--- config.mk ---
export PLATFORM = sky130hd
export DESIGN_NAME = rle_serial_rx_decoder_flat
export DESIGN_NICKNAME = d
export VERILOG_FILES = /design/src/rtl/rle_serial_rx_decoder_pkg.sv /design/src/rtl/rle_serial_rx_decoder_if.sv /design/src/rtl/rle_byte_fifo.sv /design/src/rtl/rle_serial_rx_decoder.sv /design/src/flat_wrapper.sv
export SDC_FILE = /design/constraint.sdc
export NUM_CORES = 1
export LEC_CHECK = 0
export CAP_MARGIN = 20
export CORE_MARGIN = 2
export CORE_UTILIZATION = 50
export DETAILED_ROUTE_END_ITERATION = 16
export PLACE_DENSITY = 0.8
export SETUP_SLACK_MARGIN = 0.2
export SYNTH_ARGS = -nofsm -noshare
export SYNTH_HDL_FRONTEND = slang
export SYNTH_SLANG_ARGS = --single-unit
--- constraint.sdc ---
create_clock -name clock -period 6.25 [get_ports clock]
set_input_delay 1.25 -clock clock [delete_from_list [all_inputs] [get_ports clock]]
set_output_delay 1.25 -clock clock [all_outputs]
set_load 0.02 [all_outputs]
--- src/rtl/rle_serial_rx_decoder_pkg.sv ---
// Shared definitions for the run-length serial link (receive side).
//   - line levels and frame geometry
//   - deserializer and emitter state encodings
//   - byte-layout helpers shared with the encoder: bit0 = colour,
//     bits 7:1 = run length, 0x00 = end-of-line token
package rle_serial_rx_decoder_pkg;

  localparam logic       MARKING      = 1'b1;
  localparam logic       SPACING      = 1'b0;
  localparam logic [7:0] ENDLINE_CODE = 8'h00;
  localparam int         FRAME_BITS   = 10;   // start + 8 data + stop
  localparam int         DATA_BITS    = 8;

  typedef enum logic [1:0] {
    DES_ARM  = 2'd0,
    DES_HUNT = 2'd1,
    DES_DATA = 2'd2,
    DES_STOP = 2'd3
  } des_state_t;

  typedef enum logic [1:0] {
    EMIT_IDLE    = 2'd0,
    EMIT_PRESENT = 2'd1,
    EMIT_RELEASE = 2'd2
  } emit_state_t;

  function automatic logic byte_colour(input logic [7:0] b);
    return b[0];
  endfunction

  function automatic logic [6:0] byte_run(input logic [7:0] b);
    return b[7:1];
  endfunction

endpackage

--- src/rtl/rle_serial_rx_decoder_if.sv ---
// Pins of the run-length serial receiver.
//   rxd        serial line in, idle marking
//   rfd        consumer ready-for-data
//   colore     pixel colour, valid while dav_ = 0
//   endline    handshake carries an end-of-line token
//   dav_       data valid, active low
//   overrun    sticky: byte dropped on a full buffer
//   frame_err  sticky: stop bit sampled as spacing
//   des_state  deserializer state (observation only)
//   emit_state emitter state (observation only)
// Handshake (4-phase): the decoder drives dav_ low with colore/endline
// stable only while rfd is high; the consumer then drops rfd; the decoder
// raises dav_; the consumer raises rfd again, completing one transfer.
interface rle_serial_rx_decoder_if;
  import rle_serial_rx_decoder_pkg::*;

  logic        rxd;
  logic        rfd;
  logic        colore;
  logic        endline;
  logic        dav_;
  logic        overrun;
  logic        frame_err;
  des_state_t  des_state;
  emit_state_t emit_state;

  modport master (
    input  rxd, rfd,
    output colore, endline, dav_, overrun, frame_err, des_state, emit_state
  );

  modport slave (
    output rxd, rfd,
    input  colore, endline, dav_, overrun, frame_err, des_state, emit_state
  );

endinterface

--- src/rtl/rle_byte_fifo.sv ---
// Small first-word-fall-through byte buffer.
//   clock, reset  system clock, async active-high reset
//   push, wdata   write request and data (ignored when full unless popping)
//   pop           read request (head advances; ignored when empty)
//   rdata         current head entry
//   full, empty   occupancy flags
// A push and pop on the same edge while full is accepted: the slot being
// vacated is the one written.
module rle_byte_fifo #(
  parameter int DEPTH = 4,
  parameter int W     = 8
) (
  input  logic         clock,
  input  logic         reset,
  input  logic         push,
  input  logic [W-1:0] wdata,
  input  logic         pop,
  output logic [W-1:0] rdata,
  output logic         full,
  output logic         empty
);

  localparam int AW = $clog2(DEPTH);

  logic [W-1:0] mem [DEPTH];
  logic [AW:0]  wr_ptr;
  logic [AW:0]  rd_ptr;
  logic         wr_en;
  logic         rd_en;

  // Extra pointer bit distinguishes full from empty.
  assign empty = (wr_ptr == rd_ptr);
  assign full  = (wr_ptr[AW] != rd_ptr[AW]) && (wr_ptr[AW-1:0] == rd_ptr[AW-1:0]);
  assign wr_en = push && (!full || pop);
  assign rd_en = pop && !empty;
  assign rdata = mem[rd_ptr[AW-1:0]];

  always_ff @(posedge clock or posedge reset) begin
    if (reset) begin
      wr_ptr <= '0;
      rd_ptr <= '0;
    end else begin
      if (wr_en) wr_ptr <= wr_ptr + (AW+1)'(1);
      if (rd_en) rd_ptr <= rd_ptr + (AW+1)'(1);
    end
  end

  // Storage needs no reset: only entries between the pointers are read.
  always_ff @(posedge clock) begin
    if (wr_en) mem[wr_ptr[AW-1:0]] <= wdata;
  end

endmodule

--- src/rtl/rle_serial_rx_decoder.sv ---
// Run-length serial receiver. Deserializes 10-bit frames (start spacing,
// 8 data bits LSB first, stop marking) sampled once per clock, buffers the
// decoded bytes and replays them as pixels on a 4-phase colore/endline/
// dav_/rfd handshake: one dav_ low pulse per pixel, one per end-of-line.
//   clock  system clock
//   reset  asynchronous active-high reset
//   bus    rle_serial_rx_decoder_if.master (rxd, rfd in; pixel outputs,
//          sticky flags and state observation out)
module rle_serial_rx_decoder
  import rle_serial_rx_decoder_pkg::*;
#(
  parameter int FIFO_DEPTH = 4,
  parameter int RUN_W      = 7
) (
  input  logic                          clock,
  input  logic                          reset,
  rle_serial_rx_decoder_if.master       bus
);

  // ---------------- deserializer ----------------
  des_state_t des_state;
  logic [7:0] sreg;
  logic [2:0] bitcnt;
  logic       frame_err_q;
  logic       overrun_q;

  // ---------------- buffer ----------------
  logic       push;
  logic       pop;
  logic [7:0] head;
  logic       fifo_full;
  logic       fifo_empty;

  // ---------------- emitter ----------------
  emit_state_t      emit_state;
  logic [RUN_W-1:0] rem;
  logic             colore_q;
  logic             endline_q;
  logic             dav_q;

  // The byte is pushed on the same edge that samples a good stop bit.
  assign push = (des_state == DES_STOP) && (bus.rxd == MARKING);

  // Pop from IDLE, or straight from RELEASE once the current run is spent,
  // so consecutive runs follow with no idle cycle.
  assign pop = !fifo_empty && bus.rfd &&
               ((emit_state == EMIT_IDLE) ||
                (emit_state == EMIT_RELEASE && rem == '0));

  rle_byte_fifo #(
    .DEPTH (FIFO_DEPTH),
    .W     (8)
  ) u_fifo (
    .clock (clock),
    .reset (reset),
    .push  (push),
    .wdata (sreg),
    .pop   (pop),
    .rdata (head),
    .full  (fifo_full),
    .empty (fifo_empty)
  );

  always_ff @(posedge clock or posedge reset) begin
    if (reset) begin
      des_state   <= DES_ARM;
      sreg        <= '0;
      bitcnt      <= '0;
      frame_err_q <= 1'b0;
    end else begin
      case (des_state)
        // One marking sample is needed before a start bit is believed, so a
        // line caught mid-frame cannot fake a start.
        DES_ARM: begin
          if (bus.rxd == MARKING) des_state <= DES_HUNT;
        end
        DES_HUNT: begin
          if (bus.rxd == SPACING) begin
            bitcnt    <= '0;
            des_state <= DES_DATA;
          end
        end
        DES_DATA: begin
          sreg   <= {bus.rxd, sreg[7:1]};
          bitcnt <= bitcnt + 3'd1;
          if (bitcnt == 3'(DATA_BITS - 1)) des_state <= DES_STOP;
        end
        DES_STOP: begin
          if (bus.rxd == MARKING) begin
            des_state <= DES_HUNT;
          end else begin
            frame_err_q <= 1'b1;
            des_state   <= DES_ARM;
          end
        end
        default: des_state <= DES_ARM;
      endcase
    end
  end

  always_ff @(posedge clock or posedge reset) begin
    if (reset) begin
      overrun_q <= 1'b0;
    end else if (push && fifo_full && !pop) begin
      overrun_q <= 1'b1;
    end
  end

  always_ff @(posedge clock or posedge reset) begin
    if (reset) begin
      emit_state <= EMIT_IDLE;
      rem        <= '0;
      colore_q   <= 1'b0;
      endline_q  <= 1'b0;
      dav_q      <= 1'b1;
    end else if (pop) begin
      if (head == ENDLINE_CODE) begin
        endline_q  <= 1'b1;
        rem        <= '0;
        dav_q      <= 1'b0;
        emit_state <= EMIT_PRESENT;
      end else if (byte_run(head) == '0) begin
        // Zero-length run: consumed without any handshake.
        emit_state <= EMIT_IDLE;
      end else begin
        colore_q   <= byte_colour(head);
        endline_q  <= 1'b0;
        rem        <= RUN_W'(byte_run(head)) - RUN_W'(1);
        dav_q      <= 1'b0;
        emit_state <= EMIT_PRESENT;
      end
    end else begin
      case (emit_state)
        EMIT_IDLE: ;
        EMIT_PRESENT: begin
          if (!bus.rfd) begin
            dav_q      <= 1'b1;
            emit_state <= EMIT_RELEASE;
          end
        end
        EMIT_RELEASE: begin
          if (bus.rfd) begin
            // rem == 0 with data waiting is handled by the pop branch.
            if (rem != '0) begin
              rem        <= rem - RUN_W'(1);
              dav_q      <= 1'b0;
              emit_state <= EMIT_PRESENT;
            end else begin
              emit_state <= EMIT_IDLE;
            end
          end
        end
        default: emit_state <= EMIT_IDLE;
      endcase
    end
  end

  assign bus.colore     = colore_q;
  assign bus.endline    = endline_q;
  assign bus.dav_       = dav_q;
  assign bus.overrun    = overrun_q;
  assign bus.frame_err  = frame_err_q;
  assign bus.des_state  = des_state;
  assign bus.emit_state = emit_state;

endmodule

--- src/flat_wrapper.sv ---
// flat-port wrapper written by rule: the top's interface ports become plain ports
module rle_serial_rx_decoder_flat import rle_serial_rx_decoder_pkg::*;
#(
  parameter int FIFO_DEPTH = 4,
  parameter int RUN_W      = 7
)
  (clock, reset, bus_rxd, bus_rfd, bus_colore, bus_endline, bus_dav_, bus_overrun, bus_frame_err, bus_des_state, bus_emit_state);
  rle_serial_rx_decoder_if bus_i ();
  input  logic clock;
  input  logic reset;
  input wire logic [$bits(bus_i.rxd)-1:0] bus_rxd;
  input wire logic [$bits(bus_i.rfd)-1:0] bus_rfd;
  output wire logic [$bits(bus_i.colore)-1:0] bus_colore;
  output wire logic [$bits(bus_i.endline)-1:0] bus_endline;
  output wire logic [$bits(bus_i.dav_)-1:0] bus_dav_;
  output wire logic [$bits(bus_i.overrun)-1:0] bus_overrun;
  output wire logic [$bits(bus_i.frame_err)-1:0] bus_frame_err;
  output wire logic [$bits(bus_i.des_state)-1:0] bus_des_state;
  output wire logic [$bits(bus_i.emit_state)-1:0] bus_emit_state;
  assign bus_i.rxd = bus_rxd;
  assign bus_i.rfd = bus_rfd;
  assign bus_colore = bus_i.colore;
  assign bus_endline = bus_i.endline;
  assign bus_dav_ = bus_i.dav_;
  assign bus_overrun = bus_i.overrun;
  assign bus_frame_err = bus_i.frame_err;
  assign bus_des_state = bus_i.des_state;
  assign bus_emit_state = bus_i.emit_state;
  rle_serial_rx_decoder #(.FIFO_DEPTH(FIFO_DEPTH), .RUN_W(RUN_W)) u_core (.clock(clock), .reset(reset), .bus(bus_i));
endmodule
==> results of run 1 <==
-- worst paths after layout --
| path | end | slack, ns | cells after the start |
|---|---|---|---|
| max | u_core.u_fifo.mem[2][2] | 2.56 | 6 |
| min reg2reg | u_core.bus.frame_err | 0.46 | 1 |
| max in group asynchronous | u_core.bus.dav_ | 4.60 | 3 |
| min in group asynchronous | u_core.u_fifo.rd_ptr[1] | 1.31 | 3 |
| min | u_core.bus.frame_err | 0.46 | 1 |
| max reg2reg | u_core.u_fifo.mem[2][2] | 2.78 | 7 |
-- per-layer routing --
layer	GRT usage, %	vias to the layer above
met1	23.2	939
li1	-	940
met2	27.1	28
met3	4.06	10
met5	0	-
met4	7.48	0
-- final cells by class --
type / instances / area, um2
Clock inverter: 5 / 80.1
Multi-Input combinational cell: 153 / 1310
Fill cell: 486 / 2670
Inverter: 16 / 60.1
Clock buffer: 11 / 141
Tap cell: 77 / 96.3
Timing Repair Buffer: 13 / 128
Sequential cell: 65 / 1790
-- placed cells by master (no fill, tap or decap), types with 2 or more instances in the layout --
cell type,Yosys,final
bufinv_16,0,2
mux4_1,2,2
a22o_1,3,3
mux2_2,11,11
nand2b_1,3,3
o21ai_1,7,7
o21ai_0,11,11
edfxtp_1,32,32
clkinvlp_4,0,2
clkbuf_8,0,10
a31o_2,2,2
a31oi_1,2,2
nor3_1,3,3
and2_1,5,5
mux4_2,6,6
dfrtp_1,32,32
a21oi_1,6,6
a32o_1,2,2
xnor2_1,6,6
a21oi_2,2,2
o22ai_1,6,6
mux2i_1,5,5
nor2_1,7,7
inv_1,16,16
nand2_1,14,14
xor2_1,3,3
nor2b_1,2,2
a21o_1,3,3
ha_1,18,18
clkdlybuf4s50_1,0,12
-- cells by family (layout without fill, tap and decap cells) --
family          count (synthesis)  after routing
compound gates                 56             56
mux                            25             25
xor+xnor                        9              9
fa+ha+maj                      18             18
flops                          65             65
simple gates                   45             45
buf+inv                        23             45
-- report_power, final --
group	internal (mW)	switching, mW	leakage (nW)
Combinational	0.358	0.375	0.633
Sequential	0.613	0.150	0.687
Clock	0.235	0.159	0.106
Total	1.21	0.684	1.42
-- flip-flops by register name (all words and copies together) (netlist names), 2 cells and up --
signal                 count
u_core.sreg                8
u_core.bitcnt              3
u_core.bus.des_state       2
u_core.u_fifo.rd_ptr       3
u_core.bus.emit_state      2
u_core.u_fifo.mem         32
u_core.u_fifo.wr_ptr       3
u_core.rem                 7
==> impl_metrics.env, run 1 <==
export IMPL_outcome="finished clean"
export IMPL_drt_iter0_markers=150
export IMPL_clk_path_buf_depth=2
export IMPL_fp_dieH_um=84.0
export IMPL_synthMuxAreaShare_pct=11.6
export IMPL_crit_buf_inv=2
export IMPL_path_cells="clkdlybuf4s50_1 -> inv_1 -> a31oi_1 -> and2_1 -> o311a_1 -> and2_1"
export IMPL_final_layout_size_suffix_gt1_share_pct=16.3
export IMPL_synth_edff_count=32
export IMPL_totalPowerFinal_mw=1.89
export IMPL_yosys_warnings=0
export IMPL_clk_latency_ns=0.34
export IMPL_row_count=29
export IMPL_rr_startpoint="u_core.rem[0]"
export IMPL_via_per_inst=5.64
export IMPL_cts_buffers=9
export IMPL_synth_top_cell_area_share_pct=30.0
export IMPL_root_buffer="clkbuf_8"
export IMPL_track_usage_pct=17.3
export IMPL_synth_seq_cells=65
export IMPL_grt_max_degree=34
export IMPL_clkTransAtPathRegs_ns=0.07
export IMPL_path_max_fanout=26
export IMPL_io_buffers=12
export IMPL_whs_ns=0.463
export IMPL_synth_compound_area_share_pct=12.2
export IMPL_leakage_nw=1.42
export IMPL_syn_area_um2=3200
export IMPL_endpoint_kind="flop"
export IMPL_gp_congestion=0.842
export IMPL_start_util_pct=51.0
export IMPL_finalNetCount=280
export IMPL_synthArstFlopShare_pct=50.8
export IMPL_grt_pass1_vias=1950
export IMPL_highest_signal_layer="met4"
export IMPL_timing_final_crit_period_ns=3.69
export IMPL_ys_top_cells_by_area="edfxtp_1 30%, dfrtp_1 25%, ha_1 7.0%"
export IMPL_rsz0062_at_grt="false"
export IMPL_ios=13
export IMPL_antenna_cells=0
export IMPL_hp_start="u_core.bus.frame_err"
export IMPL_synthSimpleGateAreaFrac_pct=7.58
export IMPL_crit_arrival_ns=3.68
export IMPL_dp_slack_ns=2.23
export IMPL_cp_required_ns=6.23
export IMPL_crit_family="simple AND/OR/NAND/NOR gates"
export IMPL_synth_seq_area_share_pct=55.8
export IMPL_fin_util_pct=57.4
export IMPL_synth_common_cells="32 x dfrtp_1, 32 x edfxtp_1, 18 x ha_1, 16 x inv_1, 14 x nand2_1"
export IMPL_drv_slew=0
export IMPL_yosys_area_top_type="edfxtp_1"
export IMPL_wl_met2_um=2660
export IMPL_dr_pass1_iters=4
export IMPL_synth_main_ff_cell="edfxtp_1"
export IMPL_die_w_um=84.0
export IMPL_hpwl_um=3940
export IMPL_power_density_nw_per_um2=524
export IMPL_cts_resized=0
export IMPL_overflow=0
export IMPL_drcViolationCount=0
export IMPL_worstSetupPathType="in -> reg"
export IMPL_cp_slowest_stage_delay_ns=0.76
export IMPL_antenna_found_initial=0
export IMPL_met1Wirelength_um=2650
export IMPL_clkSinkCount=65
export IMPL_ys_types=55
export IMPL_post_cts_buffers=0
export IMPL_finalSetupViolations=0
export IMPL_setup_tns_ns=0
export IMPL_placedInstanceArea_um2=3380
export IMPL_crit_top_cell="and2_1"
export IMPL_cts_tree="done"
export IMPL_dpl_cell_count=324
export IMPL_synthXorXnorAreaFrac_pct=2.46
export IMPL_grt_pass1_wl_um=9430
export IMPL_postRouteAntennaNets=0
export IMPL_final_cells=340
export IMPL_clock_skew_ns=0.0127
export IMPL_crit_start="bus_rfd"
export IMPL_htreeDepth=3
export IMPL_hold_viol=0
export IMPL_ir_drop_v=0.000303
export IMPL_dr_wl_met3_um=177
export IMPL_tightest_slew_ns=0.882
export IMPL_post_route_period_util_pct=59.1
export IMPL_max_slew_margin_pct=41.2
export IMPL_cap_viol_max_count=0
export IMPL_holdBufCountCts=0
export IMPL_synth_fa_ha_area_share_pct=7.03
export IMPL_synth_area_per_cell_um2=13.3
export IMPL_postSynthCellCount=241
export IMPL_setup_ws_ns=2.56
export IMPL_syn_nets=263
export IMPL_die_area_um2=7060
export IMPL_areaGrowthSynthToFinish_pct=12.6
export IMPL_core_area_um2=6280
export IMPL_cp_start_kind="input port"
export IMPL_route_vias_total=1917
export IMPL_stdcell_area_um2=3600
export IMPL_hold_class="reg -> reg"
export IMPL_drt_total_wl_um=5590
export IMPL_max_freq_mhz=271
export IMPL_slowest_stage="and2_1"
export IMPL_synth_top_family_by_area="compound AO/OA/AOI/OAI gates"
export IMPL_avgRoutedWirePerCell_um=16.4
No activity file was read; power rests on OpenSTA's default activity.
==> inputs of run 2 (changes only) <==
==> constraint.sdc (replaced) <==
create_clock -name clock -period 3.6 [get_ports clock]
set_input_delay 0.72 -clock clock [delete_from_list [all_inputs] [get_ports clock]]
set_output_delay 0.72 -clock clock [all_outputs]
set_load 0.02 [all_outputs]
==> impl_metrics.env, run 2 (same netlist as run 1, synthesis figures left out) <==
export IMPL_outcome="finished clean"
export IMPL_io_buffers=12
export IMPL_grt_pass1_vias=2029
export IMPL_fin_util_pct=57.6
export IMPL_root_buffer="clkbuf_8"
export IMPL_post_route_period_util_pct=81.6
export IMPL_areaGrowthSynthToFinish_pct=13.0
export IMPL_path_cells="mux4_1 -> or4_4 -> or2_1 -> a31oi_4 -> o21ai_1 -> a22o_1"
export IMPL_cts_buffers=9
export IMPL_max_freq_mhz=341
export IMPL_timing_final_crit_period_ns=2.94
export IMPL_dpl_cell_count=326
export IMPL_drt_total_wl_um=5590
export IMPL_slowest_stage="dfrtp_1"
export IMPL_max_slew_margin_pct=48.9
export IMPL_finalSetupViolations=0
export IMPL_clk_latency_ns=0.34
export IMPL_cp_slowest_stage_delay_ns=0.74
export IMPL_holdBufCountCts=0
export IMPL_start_util_pct=51.0
export IMPL_die_w_um=84.0
export IMPL_worstSetupPathType="reg -> reg"
export IMPL_crit_family="simple AND/OR/NAND/NOR gates"
export IMPL_overflow=0
export IMPL_grt_pass1_wl_um=9640
export IMPL_drcViolationCount=0
export IMPL_drt_iter0_markers=105
export IMPL_largest_reg_flops=32
export IMPL_setup_ws_ns=0.664
export IMPL_cp_required_ns=3.84
export IMPL_core_area_um2=6280
export IMPL_cts_resized=0
export IMPL_hpwl_um=3920
export IMPL_tightest_slew_ns=0.765
export IMPL_cap_viol_max_count=0
export IMPL_postRouteAntennaNets=0
export IMPL_track_usage_pct=17.5
export IMPL_row_count=29
export IMPL_ios=13
export IMPL_avgRoutedWirePerCell_um=16.3
export IMPL_final_cells=342
export IMPL_crit_buf_inv=0
export IMPL_cp_start_kind="flop"
export IMPL_multi_input_area_um2=1310
export IMPL_die_area_um2=7060
export IMPL_clkTransAtPathRegs_ns=0.07
export IMPL_rsz0062_at_grt="false"
export IMPL_via_per_inst=5.70
export IMPL_finalNetCount=282
export IMPL_final_layout_size_suffix_gt1_share_pct=17.0
export IMPL_mostFrequentLayoutCells="32 x dfrtp_1, 32 x edfxtp_1, 18 x ha_1, 16 x inv_1, 14 x nand2_1"
export IMPL_hold_class="reg -> reg"
export IMPL_setup_tns_ns=0
export IMPL_leakage_nw=1.44
export IMPL_fp_dieH_um=84.0
export IMPL_dp_slack_ns=0.653
export IMPL_ff_latch_area_um2=1790
export IMPL_antenna_found_initial=0
export IMPL_hold_viol=0
export IMPL_grt_max_degree=26
export IMPL_route_vias_total=1950
export IMPL_power_density_nw_per_um2=910
export IMPL_htreeDepth=3
export IMPL_clock_skew_ns=0.00993
export IMPL_fillers=480
export IMPL_gp_congestion=0.768
export IMPL_clk_path_buf_depth=2
export IMPL_crit_arrival_ns=3.17
export IMPL_antenna_cells=0
export IMPL_post_cts_buffers=0
export IMPL_dr_pass1_iters=4
export IMPL_drv_slew=0
export IMPL_cts_tree="done"
export IMPL_ir_drop_v=0.000503
export IMPL_endpoint_kind="flop"
export IMPL_path_max_fanout=15
export IMPL_clkSinkCount=65
## run 2: cell types whose count changed in the layout (fill, tap and decap cells not counted), sizes merged
cell | before | now
clkinv | 1 | 3
buf | 1 | 3
clkinvlp | 2 | 1
clkbuf | 11 | 10
## run 2: final timing paths
check                                             start                 endpoint  slack, ns  cells after the start
worst min-delay path                 u_core.bus.overrun       u_core.bus.overrun       0.47                      1
worst min register to register       u_core.bus.overrun       u_core.bus.overrun       0.47                      1
worst max-delay path            u_core.u_fifo.rd_ptr[1]            u_core.rem[6]       0.66                      6
max in group asynchronous                         reset           u_core.sreg[2]       2.09                      3
min in group asynchronous                         reset  u_core.u_fifo.rd_ptr[1]       0.81                      2
worst max register to register  u_core.u_fifo.rd_ptr[1]            u_core.rem[6]       0.66                      6
## run 2: routing by layer
| layer | wire length, um | global-route usage (%) |
|---|---|---|
| met5 | 0 | 0 |
| met4 | 89 | 7.92 |
| met3 | 128 | 3.56 |
| met2 | 2770 | 28.2 |
| met1 | 2600 | 22.8 |
## run 2: layout make-up
class	count	share of cell area (%)
clock buffers	10	3.80
clock inverters	6	2.25
inverters	16	1.66
multi-input cells	153	36.3
flip-flops and latches	65	49.4
well taps	77	2.66
repair buffers	15	3.94
## run 2: worst register-to-register path: cells and delay by family (launching register included)
family | cells | cell delay, ns
AND/OR/NAND/NOR | 2 | 0.87
AO/OA/AOI/OAI | 3 | 0.76
flip-flops | 1 | 0.74
multiplexers | 1 | 0.47
## run 2: through the flow
step           area (um2)  hold WS, ns  total power [mW]
3_5_place_dp         3400        0.452              2.63
3_3_place_gp         3400        0.443              2.57
2_1_floorplan        3200        0.462              2.30
5_1_grt              3620        0.488              3.53
6_report             3620        0.468              3.29
4_1_cts              3620        0.470              3.31
## run 2: report_power, final
group	total (mW)	internal, mW	switching (mW)
registers	1.30	1.06	0.238
clock network	0.682	0.404	0.279
logic	1.31	0.635	0.674
total	3.29	2.10	1.19
